## src/rtl/eda_neighbor_scan_ctrl_if.sv

```systemverilog
// Pixel-memory read port for the neighbour scanner.
// Ready/valid request; read data returns exactly one cycle after acceptance.
interface eda_neighbor_scan_ctrl_if #(
    parameter int ADDR_WIDTH = 6,
    parameter int DATA_WIDTH = 8
);
    logic                  rd_valid;
    logic [ADDR_WIDTH-1:0] rd_addr;
    logic                  rd_ready;
    logic [DATA_WIDTH-1:0] rd_data;

    modport master (output rd_valid, output rd_addr, input rd_ready, input rd_data);
    modport slave  (input rd_valid, input rd_addr, output rd_ready, output rd_data);
endinterface

```

## src/rtl/eda_neighbor_scan_ctrl.sv

```systemverilog
// Neighbour-scan sequencer feeding the regional-maxima strobe RAM.
// Build option EDA_SCAN_CONN4_EN selects 4-connectivity (diagonal slots never fetched).
//
// state   | meaning
// IDLE    | waiting for start
// DECODE  | encode strobe, latch centre and neighbour table
// FETCH   | read centre, then in-bounds neighbours; fold the comparison
// EVAL    | present max result
// ADVANCE | step strobe to raster successor, or finish on last pixel
// DONE    | end-of-scan pulse

`ifndef CFG_M
`define CFG_M 8
`endif
`ifndef CFG_N
`define CFG_N 8
`endif
`ifndef CFG_I_WIDTH
`define CFG_I_WIDTH 3
`endif
`ifndef CFG_J_WIDTH
`define CFG_J_WIDTH 3
`endif
`ifndef CFG_ADDR_WIDTH
`define CFG_ADDR_WIDTH 6
`endif

module eda_neighbor_scan_ctrl #(
    parameter int M          = `CFG_M,
    parameter int N          = `CFG_N,
    parameter int I_WIDTH    = `CFG_I_WIDTH,
    parameter int J_WIDTH    = `CFG_J_WIDTH,
    parameter int ADDR_WIDTH = `CFG_ADDR_WIDTH,
    parameter int DATA_WIDTH = 8
) (
    input  logic                    clk,
    input  logic                    reset,
    input  logic                    start,
    input  logic [M*N-1:0]          strb_value,
    eda_neighbor_scan_ctrl_if.master rd,
    output logic [ADDR_WIDTH-1:0]   pre_center_addr,
    output logic [8*ADDR_WIDTH-1:0] nb_addr,
    output logic [7:0]              nb_valid,
    output logic                    new_pixel,
    output logic                    update_strb,
    output logic [M-1:0]            sel_row,
    output logic [M*N-1:0]          sel_col,
    output logic                    max_valid,
    output logic                    is_max,
    output logic                    busy,
    output logic                    done
);

    localparam logic [I_WIDTH-1:0] I_LAST = I_WIDTH'(M - 1);
    localparam logic [J_WIDTH-1:0] J_LAST = J_WIDTH'(N - 1);
`ifdef EDA_SCAN_CONN4_EN
    localparam logic [7:0] SLOT_EN = 8'b0101_1010;
`else
    localparam logic [7:0] SLOT_EN = 8'b1111_1111;
`endif

    typedef enum logic [2:0] {IDLE, DECODE, FETCH, EVAL, ADVANCE, DONE} state_t;

    state_t                     state_q, state_d;
    logic [I_WIDTH-1:0]         ci_q, ci_d;
    logic [J_WIDTH-1:0]         cj_q, cj_d;
    logic [7:0][ADDR_WIDTH-1:0] nb_addr_q, nb_addr_d;
    logic [7:0]                 nb_valid_q, nb_valid_d;
    logic                       ctr_pend_q, ctr_pend_d;
    logic [7:0]                 slot_pend_q, slot_pend_d;
    logic                       rsp_pend_q, rsp_pend_d;
    logic                       rsp_ctr_q, rsp_ctr_d;
    logic [DATA_WIDTH-1:0]      ctr_data_q, ctr_data_d;
    logic                       acc_q, acc_d;
    logic                       is_max_q, is_max_d;

    logic                       enc_found;
    logic [I_WIDTH-1:0]         enc_i;
    logic [J_WIDTH-1:0]         enc_j;

    // Scanning downward so the last hit, i.e. the lowest set index, wins.
    always_comb begin
        enc_found = 1'b0;
        enc_i     = '0;
        enc_j     = '0;
        for (int i = M - 1; i >= 0; i--) begin
            for (int j = N - 1; j >= 0; j--) begin
                if (strb_value[i*N + j]) begin
                    enc_found = 1'b1;
                    enc_i     = I_WIDTH'(i);
                    enc_j     = J_WIDTH'(j);
                end
            end
        end
    end

    logic [I_WIDTH-1:0]         im, ip;
    logic [J_WIDTH-1:0]         jm, jp;
    logic                       up_ok, dn_ok, lf_ok, rt_ok;
    logic [7:0][ADDR_WIDTH-1:0] cand_addr, tbl_addr;
    logic [7:0]                 tbl_valid;

    always_comb begin
        im    = enc_i - I_WIDTH'(1);
        ip    = enc_i + I_WIDTH'(1);
        jm    = enc_j - J_WIDTH'(1);
        jp    = enc_j + J_WIDTH'(1);
        up_ok = (enc_i != '0);
        dn_ok = (enc_i != I_LAST);
        lf_ok = (enc_j != '0);
        rt_ok = (enc_j != J_LAST);
        cand_addr[7] = {im, jm};
        cand_addr[6] = {im, enc_j};
        cand_addr[5] = {im, jp};
        cand_addr[4] = {enc_i, jm};
        cand_addr[3] = {enc_i, jp};
        cand_addr[2] = {ip, jm};
        cand_addr[1] = {ip, enc_j};
        cand_addr[0] = {ip, jp};
        tbl_valid = SLOT_EN & {up_ok & lf_ok, up_ok, up_ok & rt_ok, lf_ok, rt_ok,
                               dn_ok & lf_ok, dn_ok, dn_ok & rt_ok};
        for (int k = 0; k < 8; k++) begin
            tbl_addr[k] = tbl_valid[k] ? cand_addr[k] : {enc_i, enc_j};
        end
    end

    // Highest pending slot is issued next, giving the 7..0 order.
    logic [2:0] slot_sel;
    always_comb begin
        slot_sel = '0;
        for (int k = 0; k < 8; k++) begin
            if (slot_pend_q[k]) slot_sel = 3'(k);
        end
    end

    logic               issuing, accept, wrap, last_px;
    logic [I_WIDTH-1:0] nxt_i;
    logic [J_WIDTH-1:0] nxt_j;

    always_comb begin
        state_d     = state_q;
        ci_d        = ci_q;
        cj_d        = cj_q;
        nb_addr_d   = nb_addr_q;
        nb_valid_d  = nb_valid_q;
        ctr_pend_d  = ctr_pend_q;
        slot_pend_d = slot_pend_q;
        rsp_pend_d  = 1'b0;
        rsp_ctr_d   = rsp_ctr_q;
        ctr_data_d  = ctr_data_q;
        acc_d       = acc_q;
        is_max_d    = is_max_q;
        rd.rd_valid = 1'b0;
        rd.rd_addr  = '0;
        new_pixel   = 1'b0;
        update_strb = 1'b0;
        sel_row     = '0;
        sel_col     = '0;
        max_valid   = 1'b0;
        done        = 1'b0;
        issuing     = ctr_pend_q | (|slot_pend_q);
        accept      = 1'b0;
        wrap        = (cj_q == J_LAST);
        last_px     = wrap && (ci_q == I_LAST);
        nxt_i       = wrap ? ci_q + I_WIDTH'(1) : ci_q;
        nxt_j       = wrap ? '0 : cj_q + J_WIDTH'(1);

        case (state_q)
            IDLE: begin
                if (start) state_d = DECODE;
            end
            DECODE: begin
                if (!enc_found) begin
                    state_d = DONE;
                end else begin
                    ci_d        = enc_i;
                    cj_d        = enc_j;
                    nb_addr_d   = tbl_addr;
                    nb_valid_d  = tbl_valid;
                    ctr_pend_d  = 1'b1;
                    slot_pend_d = tbl_valid;
                    acc_d       = 1'b1;
                    state_d     = FETCH;
                end
            end
            FETCH: begin
                rd.rd_valid = issuing;
                if (issuing) rd.rd_addr = ctr_pend_q ? {ci_q, cj_q} : nb_addr_q[slot_sel];
                accept     = issuing & rd.rd_ready;
                rsp_pend_d = accept;
                if (accept) begin
                    rsp_ctr_d = ctr_pend_q;
                    if (ctr_pend_q) ctr_pend_d = 1'b0;
                    else            slot_pend_d[slot_sel] = 1'b0;
                end
                if (rsp_pend_q) begin
                    if (rsp_ctr_q)                    ctr_data_d = rd.rd_data;
                    else if (rd.rd_data > ctr_data_q) acc_d      = 1'b0;
                    if (!issuing) state_d = EVAL;
                end
            end
            EVAL: begin
                max_valid = 1'b1;
                is_max_d  = acc_q;
                state_d   = ADVANCE;
            end
            ADVANCE: begin
                if (last_px) begin
                    state_d = DONE;
                end else begin
                    new_pixel   = 1'b1;
                    update_strb = 1'b1;
                    for (int i = 0; i < M; i++) begin
                        sel_row[i] = (nxt_i == I_WIDTH'(i));
                        for (int j = 0; j < N; j++) begin
                            sel_col[i*N + j] = (nxt_i == I_WIDTH'(i)) && (nxt_j == J_WIDTH'(j));
                        end
                    end
                    state_d = DECODE;
                end
            end
            DONE: begin
                done    = 1'b1;
                state_d = IDLE;
            end
            default: state_d = IDLE;
        endcase
    end

    always_ff @(posedge clk or posedge reset) begin
        if (reset) begin
            state_q     <= IDLE;
            ci_q        <= '0;
            cj_q        <= '0;
            nb_addr_q   <= '0;
            nb_valid_q  <= '0;
            ctr_pend_q  <= 1'b0;
            slot_pend_q <= '0;
            rsp_pend_q  <= 1'b0;
            rsp_ctr_q   <= 1'b0;
            ctr_data_q  <= '0;
            acc_q       <= 1'b0;
            is_max_q    <= 1'b0;
        end else begin
            state_q     <= state_d;
            ci_q        <= ci_d;
            cj_q        <= cj_d;
            nb_addr_q   <= nb_addr_d;
            nb_valid_q  <= nb_valid_d;
            ctr_pend_q  <= ctr_pend_d;
            slot_pend_q <= slot_pend_d;
            rsp_pend_q  <= rsp_pend_d;
            rsp_ctr_q   <= rsp_ctr_d;
            ctr_data_q  <= ctr_data_d;
            acc_q       <= acc_d;
            is_max_q    <= is_max_d;
        end
    end

    assign pre_center_addr = {ci_q, cj_q};
    assign nb_addr         = nb_addr_q;
    assign nb_valid        = nb_valid_q;
    assign is_max          = (state_q == EVAL) ? acc_q : is_max_q;
    assign busy            = (state_q != IDLE);

endmodule

```

## src/flat_wrapper.sv

```systemverilog
// flat-port wrapper written by rule: the top's interface ports become plain ports
module eda_neighbor_scan_ctrl_flat 
#(
    parameter int M          = `CFG_M,
    parameter int N          = `CFG_N,
    parameter int I_WIDTH    = `CFG_I_WIDTH,
    parameter int J_WIDTH    = `CFG_J_WIDTH,
    parameter int ADDR_WIDTH = `CFG_ADDR_WIDTH,
    parameter int DATA_WIDTH = 8
)
  (clk, reset, start, strb_value, pre_center_addr, nb_addr, nb_valid, new_pixel, update_strb, sel_row, sel_col, max_valid, is_max, busy, done, rd_rd_valid, rd_rd_addr, rd_rd_ready, rd_rd_data);
  eda_neighbor_scan_ctrl_if #(.ADDR_WIDTH(ADDR_WIDTH), .DATA_WIDTH(DATA_WIDTH)) rd_i ();
  input  logic clk;
  input  logic reset;
  input  logic start;
  input  logic [M*N-1:0] strb_value;
  output logic [ADDR_WIDTH-1:0] pre_center_addr;
  output logic [8*ADDR_WIDTH-1:0] nb_addr;
  output logic [7:0] nb_valid;
  output logic new_pixel;
  output logic update_strb;
  output logic [M-1:0] sel_row;
  output logic [M*N-1:0] sel_col;
  output logic max_valid;
  output logic is_max;
  output logic busy;
  output logic done;
  output wire logic [$bits(rd_i.rd_valid)-1:0] rd_rd_valid;
  output wire logic [$bits(rd_i.rd_addr)-1:0] rd_rd_addr;
  input wire logic [$bits(rd_i.rd_ready)-1:0] rd_rd_ready;
  input wire logic [$bits(rd_i.rd_data)-1:0] rd_rd_data;
  assign rd_rd_valid = rd_i.rd_valid;
  assign rd_rd_addr = rd_i.rd_addr;
  assign rd_i.rd_ready = rd_rd_ready;
  assign rd_i.rd_data = rd_rd_data;
  eda_neighbor_scan_ctrl #(.M(M), .N(N), .I_WIDTH(I_WIDTH), .J_WIDTH(J_WIDTH), .ADDR_WIDTH(ADDR_WIDTH), .DATA_WIDTH(DATA_WIDTH)) u_core (.clk(clk), .reset(reset), .start(start), .strb_value(strb_value), .rd(rd_i), .pre_center_addr(pre_center_addr), .nb_addr(nb_addr), .nb_valid(nb_valid), .new_pixel(new_pixel), .update_strb(update_strb), .sel_row(sel_row), .sel_col(sel_col), .max_valid(max_valid), .is_max(is_max), .busy(busy), .done(done));
endmodule
```

## config.mk

```make
export PLATFORM = sky130hd
export DESIGN_NAME = eda_neighbor_scan_ctrl_flat
export DESIGN_NICKNAME = d
export VERILOG_FILES = /design/src/rtl/eda_neighbor_scan_ctrl_if.sv /design/src/rtl/eda_neighbor_scan_ctrl.sv /design/src/flat_wrapper.sv
export SDC_FILE = /design/constraint.sdc
export NUM_CORES = 1
export LEC_CHECK = 0
export ABC_AREA = 1
export CAP_MARGIN = 15
export CORE_MARGIN = 2
export CORE_UTILIZATION = 37
export DETAILED_ROUTE_END_ITERATION = 16
export PLACE_DENSITY = 0.7
export SLEW_MARGIN = 20
export SYNTH_ARGS = -nofsm -noshare
export SYNTH_HDL_FRONTEND = slang
export SYNTH_SLANG_ARGS = --single-unit
```

## constraint.sdc

```tcl
create_clock -name clk -period 7 [get_ports clk]
set_input_delay 1.4 -clock clk [delete_from_list [all_inputs] [get_ports clk]]
set_output_delay 1.4 -clock clk [all_outputs]
set_load 0.01 [all_outputs]
```

* Word level (Yosys, flattened, before mapping)
Index checks and enable logic that the tools add are counted.
** Cells by class
- Bitwise gates (word level) :: 8
- Equality and inequality tests :: 31
- Add/sub/neg operators :: 6
- Reductions and logical operators :: 81
- Mux-type cells :: 243
- $lt $le $gt $ge :: 3
** Operator list (number)
- $mux 3 :: 140
- $mux 64 :: 2
- $mux 1 :: 78
- $logic_and 1x1->1 :: 66
- $mux 6 :: 10
- $mux 8 :: 5
- $eq 3x3->1 const B :: 12
- $bmux 6 s3 :: 1
- $eq 3x2->1 const B :: 6
- $pmux 8 s2 :: 1
- $pmux 3 s5 :: 1
- $add 3x1->3 const B :: 4
- $eq 3x1->1 const B :: 3
- $logic_not 3->1 :: 3
- $reduce_and 3->1 :: 3
- $reduce_bool 3->1 :: 3
- $and 8x8->8 :: 1
- $gt 8x8->1 :: 1
- $ne 2x1->1 const B :: 4
- $ne 2x2->1 const B :: 4
- $not 8->8 :: 1
- $reduce_or 8->1 :: 1
- $ne 3x3->1 const B :: 2
- $sub 3x1->3 const B :: 2
- 11 further kinds :: 18
** Word-level totals
- Input bits :: 76
- Bits in registers :: 86
- Output and inout port bits :: 147

* Logic depth before layout (Yosys ltp)
Gate-level depths: netlist of the first run.
- Word-level depth :: 68
- Gate-level depth with buffers :: 71
- Gate-level depth less buffers :: 71

* Least setup slack after synthesis of the first run
OpenSTA, ideal clock, no wires.
- Path kind :: input port to flip-flop
- Start point :: input port strb_value[62]
- End point :: register u_core.nb_addr_q (netlist bit u_core.nb_addr[14])
- Required time :: 6910 ps
- Arrival :: 5313 ps
- Setup time :: 90 ps
- Setup slack :: 1597 ps
- Stages on the path :: 69
- Cell sequence :: inv_1 -> nand2_1 -> nand2_1 -> nand2_1 -> nand2_1 -> nand2_1 -> nand2_1 -> nand2_1 -> nand2_1 -> nand2_1 -> nand2_1 -> nand2_1 -> nand2_1 -> nand2_1 -> nand2_1 -> nand2_1 -> nand2_1 -> nand2_1 -> (+33 left out) -> nand2_1 -> nand2_1 -> nand2_1 -> nand2_1 -> nand2_1 -> nand2_1 -> nand2_1 -> nand2_1 -> nand2_2 -> nand2_4 -> nand2_8 -> ha_1 -> ha_1 -> nor2_1 -> inv_1 -> nor2_1 -> inv_1 -> o221ai_1
** On the way
- Word-level cells in the longest chain between the ends :: 66
** Ends and longest elaborated chain
- from (decl) :: line flat_wrapper.sv:16 : input logic [M*N-1:0] strb_value;
- parallel branches: the longest is 66 deep, another holds $mux 3
- to (signal assigned) :: line eda_neighbor_scan_ctrl.sv:248 : nb_addr_q <= nb_addr_d;
- to (decl) :: line eda_neighbor_scan_ctrl.sv:67 : logic [7:0][ADDR_WIDTH-1:0] nb_addr_q, nb_addr_d;
Parallel ways; which one is timed is not known.
A chain may end at the register's enable or synchronous reset.

* Worst setup path in the final report of the first run
- Start point :: input port strb_value[62]
- End point :: register u_core.nb_addr_q (netlist bit u_core.nb_addr[2])
** On the way
- Word-level cells in the longest chain between the ends :: 66
** Ends and longest elaborated chain
- $mux 3 (*) (63 in a row) :: line eda_neighbor_scan_ctrl.sv:88 : if (strb_value[i*N + j]) begin
- via u_core.enc_j[0] :: line eda_neighbor_scan_ctrl.sv:79 : logic [J_WIDTH-1:0] enc_j;
- parallel branches: the longest is 2 deep, another holds $add 3x1->3
- $mux 6 (*) :: line eda_neighbor_scan_ctrl.sv:123 : tbl_addr[k] = tbl_valid[k] ? cand_addr[k] : {enc_i, enc_j};
Mark *: on every way through the listed nets, which the timed path passes.

==> results.toml, run 1 <==
[die]
ioPinCount = 223
die_x_um = 127
die_h_um = 127
design.die.area_um2 = 16200
start_util_pct = 37.4
std_cell_rows = 45
core_area_um2 = 15000

[timing]
layout_min_cycle_time_ns = 6.18
skew_ns = 0.00605
hold_violations = 0
hold_slack_ns = 0.476
slew_headroom_pct = 29.3
setup_tns_ns = 0
rsz0062_at_grt = "false"
slew_viol_final = 0
max_slew.worst_pin.slew_ns = 1.06
fmax_mhz = 162
setup_viol = 0
finalCritPeriodShare_pct = 88.2

[yosys]
synth_top_family_by_area = "simple AND/OR/NAND/NOR gates"
synth_edf_count = 0
synth_compound_area_share_pct = 15.5
seq_area_frac_synth_pct = 32.9
synthXorXnorAreaFrac_pct = 0.156
ys.flop_type = "dfrtp_1"
synth_fa_ha_area_share_pct = 5.33
async_flop_share_pct = 100
yosysUniqueCellTypes = 44
syn_inst = 853
synth.mux.area_fraction_pct = 0
synth_fp_nets = 953
syn_area_per_cell_um2 = 6.60
ys_ff_latch = 74
synth-simple-area-share_pct = 30.0
synth_warnings = 0
syn_area_um2 = 5630

[place]
hpwl_mm = 15.6
gp_congestion = 0.920
dp.cells = 1240
io_buffers = 222
placed_cell_area_um2 = 7970

[routing]
wl_mm = 19.1
drc = 0
drt_iter0_drc = 394
wl_per_cell_um = 15.2
drtPass1Iterations = 5
vias = 6194
via_per_inst = 4.93
drtAntennaViolNets = 0

[grt]
overflow = 0
grt_max_degree = 75
grt_use_total_pct = 23.5
grt_pass1_vias = 5867
grt_pass1_wl_mm = 30.0
antenna_found_initial = 0

[finish]
stdcell_count = 1256
nNetsFinal = 1163
layout-drive-gt1-share_pct = 4.59
num_antenna_cells = 0
area_growth_syn_to_layout_pct = 47.5
final_area_um2 = 8310

[worst_setup_path]
cpPeakStageDelay_ns = 0.48
cp-start-kind = "primary input"
crit_slowest_cell = "clkdlybuf4s50_1"
end_kind = "register"
crit_fanout = 8
crit_top_cell = "nand2_1"
crit_type = "in -> reg"
critPathArrivalTime_ns = 6.43
required_ns = 7.26

[clock_network]
insertion_delay_ns = 0.34
clock-sinks = 74
ctsHoldBuffers = 0
clk_path_buf_depth = 2
tritoncts.num_buffers = 9
cts_setup_buffers = 0
postCtsResizedCells = 0
path_clk_slew_ns = 0.06
cts_root_buf = "clkbuf_16"
h-tree-depth = 3
cts_tree = "yes"

[pwr]
p_per_area_nw_per_um2 = 320
peakVddDrop_v = 0.000152
p_leak_nw = 3.89

[run_status]
status = "finished, final reports clean"

[flow_run]
drv_cap = 0

[worst_hold_path]
hp-class = "reg -> reg"
## worst max-delay path: cells and delay by family
family	cells	cell delay, ns
AO/OA/AOI/OAI	1	0.20
AND/OR/NAND/NOR	63	3.48
buffers and inverters	5	0.89
adder cells (fa/ha/maj)	2	0.46
## sequential cells by signal, indices dropped and copies added (netlist names)
register	flops
u_core.acc_q	1
u_core.ci_q	1
u_core.ctr_data_q	8
u_core.ctr_pend_q	1
u_core.is_max_q	1
u_core.nb_addr	41
u_core.nb_valid	8
u_core.rsp_ctr_q	1
u_core.rsp_pend_q	1
u_core.slot_pend_q	8
u_core.state_q	3
## metrics by stage
step	setup slack (ns)	utilization [%]	total power, mW
CTS	0.765	55.2	2.65
finish	0.825	55.2	2.66
detailed placement	0.435	53.0	2.12
global placement	0.485	53.0	2.10
floorplan	1.60	-	1.53
global route	0.0462	55.2	2.84
## cells by family after synthesis
| family | after synthesis |
|---|---|
| buf+inv | 199 |
| compound gates | 140 |
| simple gates | 415 |
| flops | 74 |
| fa+ha+maj | 24 |
| xor+xnor | 1 |
## final cells by class
cell class              count  area [um^2]
well taps                 188          235
repair buffers            226         2250
fillers                  1462         6730
multi-input cells         580         2880
inverters                 172          756
clock inverters             5          103
flip-flops and latches     74         1850
clock buffers              11          233
## path summary, 6_finish.rpt
check | startpoint | to | slack (ns) | cells after the start
setup / recovery | strb_value[62] | u_core.nb_addr[2] | 0.82 | 71
hold / removal | u_core.nb_valid[1] | u_core.nb_valid[1] | 0.48 | 2
setup reg to reg | u_core.state_q[2] | u_core.slot_pend_q[2] | 3.69 | 10
hold reg to reg | u_core.nb_valid[1] | u_core.nb_valid[1] | 0.48 | 2
max in group asynchronous | reset | u_core.nb_addr[24] | 4.71 | 3
min in group asynchronous | reset | u_core.nb_valid[7] | 1.66 | 3
## power by group
part	switching, mW	total (mW)	internal, mW
Clock	0.178	0.525	0.348
Sequential	0.134	0.716	0.582
Combinational	0.826	1.42	0.589
Total	1.14	2.66	1.52
## Yosys cell counts (all sizes together) (2+ instances only)
master   instances  area [um^2]
inv            162          608
clkbuf          11         41.3
o211ai           5         37.5
o21ai           45          229
nor3            13         65.1
a32o             3         30.0
dfrtp           74         1850
o2111ai          2         17.5
a211oi           6         45.0
nand4            6         37.5
o31ai            2         15.0
nand2          198          782
o221ai          11         96.3
or2              3         18.8
ha              24          300
bufinv           8          140
a221oi           5         43.8
o22ai           11         68.8
a21oi           38          190
nor2           170          638
nand3           23          135
a22oi            2         15.0
buf             16          110
clkinv           2         7.51
o21bai           2         15.0
## placed cells by master (no fill, tap or decap), drive strengths merged, types with 3 or more instances in the layout
cell type,n
o21ai,45
nor3,13
nand2,198
dfrtp,74
ha,24
a32o,3
a211oi,6
o22ai,11
nand3,23
a221oi,5
or2,3
nor2,170
inv,163
bufinv,11
a21oi,38
buf,4
clkdlybuf4s50,222
nand4,6
clkbuf,11
o211ai,5
o221ai,11
## layer usage
layer  GRT usage, %  share of wire, %  wire length (um)
met1           27.5                40              7610
met2           42.0                49              9420
met3           5.23               8.6              1650
met4           8.79               2.4               469
met5              0                 0                 0
(Power assumes the default switching activity.)
==> inputs of run 2 (changes only) <==
Settings changed: RECOVER_POWER from default to 25.
==> results.toml, run 2 (synthesis results as in run 1) <==
[finish]
largest_reg_flops = 41
stdcell_count = 1256
final_common_cell = "clkdlybuf4s50_1"
nNetsFinal = 1163
fill_cells = 1463
final_core_util_pct = 55.2
final_cell_mix = "clkdlybuf4s50_1 (221), nand2_1 (190), nor2_1 (170), inv_1 (157), dfrtp_1 (74)"
final_area_um2 = 8300
num_antenna_cells = 0
layout-drive-gt1-share_pct = 4.31
area_growth_syn_to_layout_pct = 47.4

[timing]
fmax_mhz = 161
skew_ns = 0.00540
max_slew.worst_pin.slew_ns = 3.99
finalCritPeriodShare_pct = 88.6
setup_viol = 0
setup_tns_ns = 0
hold_violations = 0
layout_min_cycle_time_ns = 6.21
slew_viol_final = 75
rsz0062_at_grt = "false"
slew_headroom_pct = -166
hold_slack_ns = 0.476

[die]
die_h_um = 127
ioPinCount = 223
std_cell_rows = 45
die_x_um = 127
start_util_pct = 37.4
design.die.area_um2 = 16200
core_area_um2 = 15000

[place]
dp.cells = 1240
gp_congestion = 0.920
placed_cell_area_um2 = 7970
hpwl_mm = 15.6
io_buffers = 222

[routing]
highest_layer = "met4"
vias = 6196
drtAntennaViolNets = 0
met1_length_mm = 7.50
wl_met3_mm = 1.75
drt_iter0_drc = 395
via_per_inst = 4.93
wl_mm = 19.1
drtPass1Iterations = 5
dr_wl_met2_mm = 9.43
wl_per_cell_um = 15.2
drc = 0

[clock_network]
path_clk_slew_ns = 0.06
clock-sinks = 74
h-tree-depth = 3
ctsHoldBuffers = 0
postCtsResizedCells = 0
insertion_delay_ns = 0.34
cts_setup_buffers = 0
cts_root_buf = "clkbuf_16"
cts_tree = "yes"
clk_path_buf_depth = 2
tritoncts.num_buffers = 9

[pwr]
p_seq_share_pct = 26.9
combPwrFrac_pct = 53.2
p_leak_nw = 3.88
p_per_area_nw_per_um2 = 320
netSwitchingPower_mw = 1.14
switching_share_pct = 42.8
clockPowerShare_pct = 19.9
peakVddDrop_v = 0.000151
power.internal_mw = 1.52

[grt]
grt_use_total_pct = 23.5
grt_pass1_wl_mm = 30.0
grt_pass1_vias = 5867
antenna_found_initial = 0
grt_max_degree = 75
overflow = 0

[worst_setup_path]
reg2regPathDepth = 10
crit_top_cell = "nand2_1"
worst-path-stages = 71
required_ns = 7.25
crit_fanout = 8
cpPeakStageDelay_ns = 0.48
r2r_slack_ns = 3.27
end_kind = "register"
crit_slowest_cell = "clkdlybuf4s50_1"
crit_type = "in -> reg"
critical_path_buf_inv_count = 5
critPathArrivalTime_ns = 6.46
cp-start-kind = "primary input"
cp_top_family = "simple AND/OR/NAND/NOR gates"

[run_status]
status = "finished with violations"
violations = "max-capacitance violations, max-slew violations"

[worst_hold_path]
hp-class = "reg -> reg"
min_path_cells = 2

[flow_run]
drv_cap = 1
-- run 2: cell types whose count changed in the layout (fill, tap and decap cells not counted), sizes merged --
cell           before  now
dlygate4sd3         0    1
clkbuf             11   12
clkdlybuf4s50     222  221
buf                 4    3
inv               163  162
clkinv              2    3
-- run 2: through the flow --
| step | setup WS, ns | power [mW] |
|---|---|---|
| CTS | 0.765 | 2.65 |
| global placement | 0.485 | 2.10 |
| detailed placement | 0.435 | 2.12 |
| finish | 0.795 | 2.66 |
| global route | 0.0462 | 2.84 |
| floorplan | 1.60 | 1.53 |
-- run 2: power groups by stage --
stage / combinational, mW / sequential [mW] / clock [mW]
floorplan: 0.817 / 0.714 / 0
global placement: 1.38 / 0.716 / 0
detailed placement: 1.39 / 0.721 / 0
CTS: 1.41 / 0.716 / 0.530
global route: 1.56 / 0.733 / 0.544
finish: 1.41 / 0.715 / 0.528
-- run 2: path summary, 6_finish.rpt --
path,from,to
worst max-delay path,strb_value[62],u_core.nb_addr[2]
worst min-delay path,u_core.nb_valid[1],u_core.nb_valid[1]
worst max register to register,u_core.state_q[2],u_core.nb_addr[14]
worst min register to register,u_core.nb_valid[1],u_core.nb_valid[1]
max in group asynchronous,reset,u_core.nb_addr[31]
min in group asynchronous,reset,u_core.ctr_data_q[6]
-- run 2: cell type report --
type | instances | area, um^2 | area share (%)
timing repair buffer | 226 | 2250 | 27.1
clock buffer | 11 | 233 | 2.81
sequential | 74 | 1850 | 22.3
clock inverter | 5 | 103 | 1.24
multi-input combinational | 580 | 2870 | 34.6
inverter | 172 | 756 | 9.11
tap | 188 | 235 | 2.84
-- run 2: metal layers --
metal | up-vias | track usage (%)
li1 | 3101 | -
met1 | 2776 | 27.5
met2 | 287 | 42.0
met3 | 32 | 5.23
met4 | 0 | 8.79
met5 | - | 0
-- run 2: worst min-delay path, cell delays in order, from the launching register on --
cell and delay, ns:
dfrtp_1 0.34, nand2_1 0.05, nand2_1 0.05
